<file path="src/rtl/fifo_pkg.sv">
// fifo_pkg: sizing helpers and threshold legality checks shared by the FIFO family
package fifo_pkg;
  function automatic int clog2(input int value);
    int r;
    r = 0;
    while ((1 << r) < value) r++;
    return r;
  endfunction
  function automatic int fifoDepth(input int addrWidth);
    return 1 << addrWidth;
  endfunction
  function automatic bit fullThreshLegal(input int thresh, input int depth);
    return thresh >= 1 && thresh <= depth;
  endfunction
  function automatic bit emptyThreshLegal(input int thresh, input int depth);
    return thresh >= 0 && thresh <= depth - 1;
  endfunction
endpackage

</file>
<file path="src/rtl/fifo_ram.sv">
// fifo_ram: single write port, asynchronous read port storage, never reset
module fifo_ram
  import fifo_pkg::*;
#(
  parameter int dataWidth = 8,
  parameter int addrWidth = 3
) (
  input  logic                 clkIn,
  input  logic                 writeEnableIn,
  input  logic [addrWidth-1:0] writeAddrIn,
  input  logic [dataWidth-1:0] writeDataIn,
  input  logic [addrWidth-1:0] readAddrIn,
  output logic [dataWidth-1:0] readDataOut
);
  logic [dataWidth-1:0] mem [fifoDepth(addrWidth)];
  always_ff @(posedge clkIn)
    if (writeEnableIn) mem[writeAddrIn] <= writeDataIn;
  assign readDataOut = mem[readAddrIn];
endmodule

</file>
<file path="src/rtl/sync_fifo_flags.sv">
// sync_fifo_flags: single-clock FIFO with almost-full/empty thresholds, fill count and error pulses.
// Define FIFO_FWFT_EN for first-word-fall-through reads; otherwise dataOut is registered.
module sync_fifo_flags
  import fifo_pkg::*;
#(
  parameter int dataWidth         = 8,
  parameter int addrWidth         = 3,
  parameter int almostFullThresh  = (1 << addrWidth) - 2,
  parameter int almostEmptyThresh = 2
) (
  input  logic                 clkIn,
  input  logic                 rstIn,
  input  logic [dataWidth-1:0] dataIn,
  input  logic                 writeEnableIn,
  input  logic                 readEnableIn,
  output logic [dataWidth-1:0] dataOut,
  output logic                 fifoFullOut,
  output logic                 fifoEmptyOut,
  output logic                 almostFullOut,
  output logic                 almostEmptyOut,
  output logic [addrWidth:0]   fillCountOut,
  output logic                 overflowOut,
  output logic                 underflowOut
);
  localparam int depth = fifoDepth(addrWidth);
  localparam logic [addrWidth:0] depthCount = depth[addrWidth:0];
  localparam logic [addrWidth:0] afCount = almostFullThresh[addrWidth:0];
  localparam logic [addrWidth:0] aeCount = almostEmptyThresh[addrWidth:0];
  if (!fullThreshLegal(almostFullThresh, depth) || !emptyThreshLegal(almostEmptyThresh, depth)) begin : gBadThresh
    $error("sync_fifo_flags: almost-full/almost-empty threshold out of range");
  end
  logic [addrWidth-1:0] wrPtr, rdPtr;
  logic [addrWidth:0]   count;
  logic [dataWidth-1:0] ramRd;
  logic                 wrAcc, rdAcc;
  assign fifoFullOut    = count == depthCount;
  assign fifoEmptyOut   = count == '0;
  assign almostFullOut  = count >= afCount;
  assign almostEmptyOut = count <= aeCount;
  assign fillCountOut   = count;
  // acceptance sees only pre-edge flags, so a read never makes room for a same-cycle write
  assign wrAcc = writeEnableIn && !fifoFullOut;
  assign rdAcc = readEnableIn && !fifoEmptyOut;
  fifo_ram #(.dataWidth(dataWidth), .addrWidth(addrWidth)) uRam (
    .clkIn        (clkIn),
    .writeEnableIn(wrAcc),
    .writeAddrIn  (wrPtr),
    .writeDataIn  (dataIn),
    .readAddrIn   (rdPtr),
    .readDataOut  (ramRd)
  );
  always_ff @(posedge clkIn or posedge rstIn)
    if (rstIn) begin
      wrPtr        <= '0;
      rdPtr        <= '0;
      count        <= '0;
      overflowOut  <= 1'b0;
      underflowOut <= 1'b0;
    end else begin
      wrPtr        <= wrPtr + addrWidth'(wrAcc);
      rdPtr        <= rdPtr + addrWidth'(rdAcc);
      count        <= count + (addrWidth+1)'(wrAcc) - (addrWidth+1)'(rdAcc);
      overflowOut  <= writeEnableIn && fifoFullOut;
      underflowOut <= readEnableIn && fifoEmptyOut;
    end
`ifdef FIFO_FWFT_EN
  assign dataOut = fifoEmptyOut ? '0 : ramRd;
`else
  always_ff @(posedge clkIn or posedge rstIn)
    if (rstIn) dataOut <= '0;
    else if (rdAcc) dataOut <= ramRd;
`endif
endmodule

</file>
<file path="config.mk">
export PLATFORM = sky130hd
export DESIGN_NAME = sync_fifo_flags
export DESIGN_NICKNAME = d
export VERILOG_FILES = /design/src/rtl/fifo_pkg.sv /design/src/rtl/fifo_ram.sv /design/src/rtl/sync_fifo_flags.sv
export SDC_FILE = /design/constraint.sdc
export NUM_CORES = 1
export LEC_CHECK = 0
export CORE_MARGIN = 2
export CORE_UTILIZATION = 35
export DETAILED_ROUTE_END_ITERATION = 6
export GPL_TIMING_DRIVEN = 0
export SYNTH_ARGS = -nofsm -noshare
export SYNTH_HDL_FRONTEND = slang
export SYNTH_HIERARCHICAL = 1
export SYNTH_SLANG_ARGS = --single-unit
export TNS_END_PERCENT = 20
</file>
<file path="constraint.sdc">
create_clock -name clkIn -period 3.1 [get_ports clkIn]
set_input_delay 0.93 -clock clkIn [delete_from_list [all_inputs] [get_ports clkIn]]
set_output_delay 0.93 -clock clkIn [all_outputs]
set_load 0.01 [all_outputs]
</file>
==> reports/metrics.yaml, run 1 <==
status: "complete, no violations"
synth_area_sq_mm: 0.00346
cp_top_family: "buffers and inverters"
synth-edff-count: 64
ioPinCount: 30
n_antenna_cell: 0
vias_per_cell: 4.61
max_stage_delay_ns: 0.58
report.final.slew_viol_count: 0
drive_above_1_share: 0.176
slew_headroom: 0.349
clk_pin_slew_worst_paths_ns: 0.08
clock_latency_ns: 0.34
ys_types: 25
synth-simple-area-share: 0.0348
fin_ws_ns: 0.283
cp_max_fo: 5
crit_buf_inv: 2
rsz0062_at_grt: "no"
cts_resized: 0
layout_worst_path_cycle_share: 0.909
tightest_slew_ns: 0.973
place_worst_setup_slack_ns: -0.155
required_ns: 2.17
final_cell_mix: "edfxtp_1, clkdlybuf4s50_1, dfrtp_1"
drt_iter0_drc: 111
dpl_cell_area_sq_mm: 0.00391
syn_area_per_cell_sq_um: 19.7
fin_total_pwr_mw: 3.53
peakVddDrop_uv: 289
synthesis.instances: 175
muxShareOfSynthArea: 0.173
ant_nets: 0
ys.warnings.count: 6
die-area_sq_mm: 0.0107
synth_top_family_by_area: "multiplexers"
cap_violations: 0
endpoint_kind: "primary output"
start_util: 0.357
worstSetupStartpoint: "fillCountOut[3]"
grt_max_degree: 21
path_cells: "inv_1, ha_1, nor3b_2, clkdlybuf4s50_1"
h-tree-depth: 3
fmax_mhz: 355
placementRows: 36
ctsLongestPathBuffers: 2
grt_usage: 0.124
synth-adder-area-share: 0.0492
core_sq_mm: 0.00968
holdWs_ns: 0.469
worstSetupStartpointType: "flop"
final_util: 0.422
fp.dieW_microns: 103
crit_type: "flop to primary output"
port_buffers: 29
synth_compound_area_frac: 0.00652
grt_pass1_vias: 1680
postCtsHoldBufs: 0
fillers: 878
cts_buffers: 9
leakage_nw: 1.50
dr_total_vias: 1633
overflow: 0
antenna_found_initial: 0
nNetsFinal: 241
cts_tree: "done"
cts_setup_buffers: 0
synthArstFlopShare: 0.238
synth-xor-area-share: 0.0101
area_growth_pct: 18.2
critPathArrivalTime_ns: 1.89
dieHeight_microns: 103
skew_ns: 0.00675
slowest_stage: "clkdlybuf4s50_1"
hpwl_mm: 3.75
totalWireLength_mm: 5.90
drt_pass1_iterations: 4
synth_nets: 200
r2r_start: "fillCountOut[3]"
clk_root_buffer_cell: "clkbuf_8"
grt_first_pass_wirelength_mm: 9.19
wl_per_cell_microns: 16.7
route.detailed.drc: 0
hp-start: "rdPtr[2]"
synth_seq_cells: 84
final_hold_viol_count: 0
power.density_mw_per_mm2: 863
place_congestion: 0.733
fin_area_sq_mm: 0.00408
ys_seq_area_frac: 0.701
synth-main-ff-cell: "edfxtp_1"
final_common_cell: "edfxtp_1"
min_path_type: "flop to flop"
cts_sinks: 84
finalSetupViolCount: 0
fin_crit_ns: 2.82
[state kept, by name (all words and copies together) (netlist names)]
register and count:
uRam/mem 64, dataOut 8, fillCountOut 4, rdPtr 3, wrPtr 3, overflowOut 1
underflowOut 1
[per-stage QoR]
stage	instances	setup TNS, ns
2_1_floorplan	175	0
3_3_place_gp	337	-1.71
3_5_place_dp	337	-2.03
4_1_cts	353	0
5_1_grt	354	0
6_report	354	0
[area by class of cell]
type	instances	area, sq um	share of cell area
well taps	133	166	0.0407
multi-input cells	76	950	0.233
repair buffers	30	295	0.0723
inverters	9	33.8	0.00827
clock inverters	5	30.0	0.00735
flip-flops and latches	84	2420	0.593
plain buffers	6	55.1	0.0135
clock buffers	11	131	0.0322
[logic make-up (layout without fill, tap and decap cells)]
kind of cell,Yosys count,after routing
flops,84,84
simple gates,24,24
xor+xnor,4,4
fa+ha+maj,13,13
compound gates,3,3
mux,32,32
buf+inv,15,61
[power breakdown]
part           switching, mW  internal, mW  total [mW]
combinational          0.569         0.701        1.27
clock                  0.363         0.287       0.650
sequential             0.124          1.48        1.60
[per-layer routing]
| metal | track usage | share of wire | vias up |
|---|---|---|---|
| met5 | 0 | 0 | - |
| met4 | 0.0547 | 0.011 | 0 |
| met3 | 0.0282 | 0.034 | 4 |
| met2 | 0.196 | 0.51 | 31 |
| met1 | 0.164 | 0.44 | 833 |
| li1 | - | - | 765 |
[synth_stat cells, types with 2 or more instances]
cell type,number,area (sq um)
xor2_1,4,35.0
ha_1,12,150
nor3_1,2,10.0
nor2_1,7,26.3
nand2_1,7,26.3
nand2b_1,4,25.0
edfxtp_1,64,1920
mux4_1,15,394
mux2_2,16,180
buf_6,2,22.5
dfrtp_1,20,500
inv_1,9,33.8
[worst reg2reg max path, cell delays in order (launching register included)]
cell and delay [ns]:
dfrtp_1 0.40, inv_1 0.14, ha_1 0.19, nor3b_2 0.24, nand2b_1 0.15, buf_6 0.16
inv_1 0.08, ha_1 0.27, inv_1 0.04, ha_1 0.20, fa_1 0.38, xor2_1 0.15
[path summary, 6_finish.rpt]
check                                  endpoint  slack, ns  depth (start not counted)
worst max register to register  fillCountOut[2]       0.61                         11
max in group asynchronous            dataOut[7]       1.52                          2
min in group asynchronous          underflowOut       1.06                          2
worst min-delay path                   rdPtr[2]       0.47                          1
worst max-delay path               fifoEmptyOut       0.28                          4
worst min register to register         rdPtr[2]       0.47                          1
(Power assumes the default switching activity.)
==> run 2: changes to the inputs <==
- CTS_CLUSTER_SIZE: not set -> 25
==> results of run 2 <==
Same layout as run 1: the final DEF is identical, and so are final timing and power.
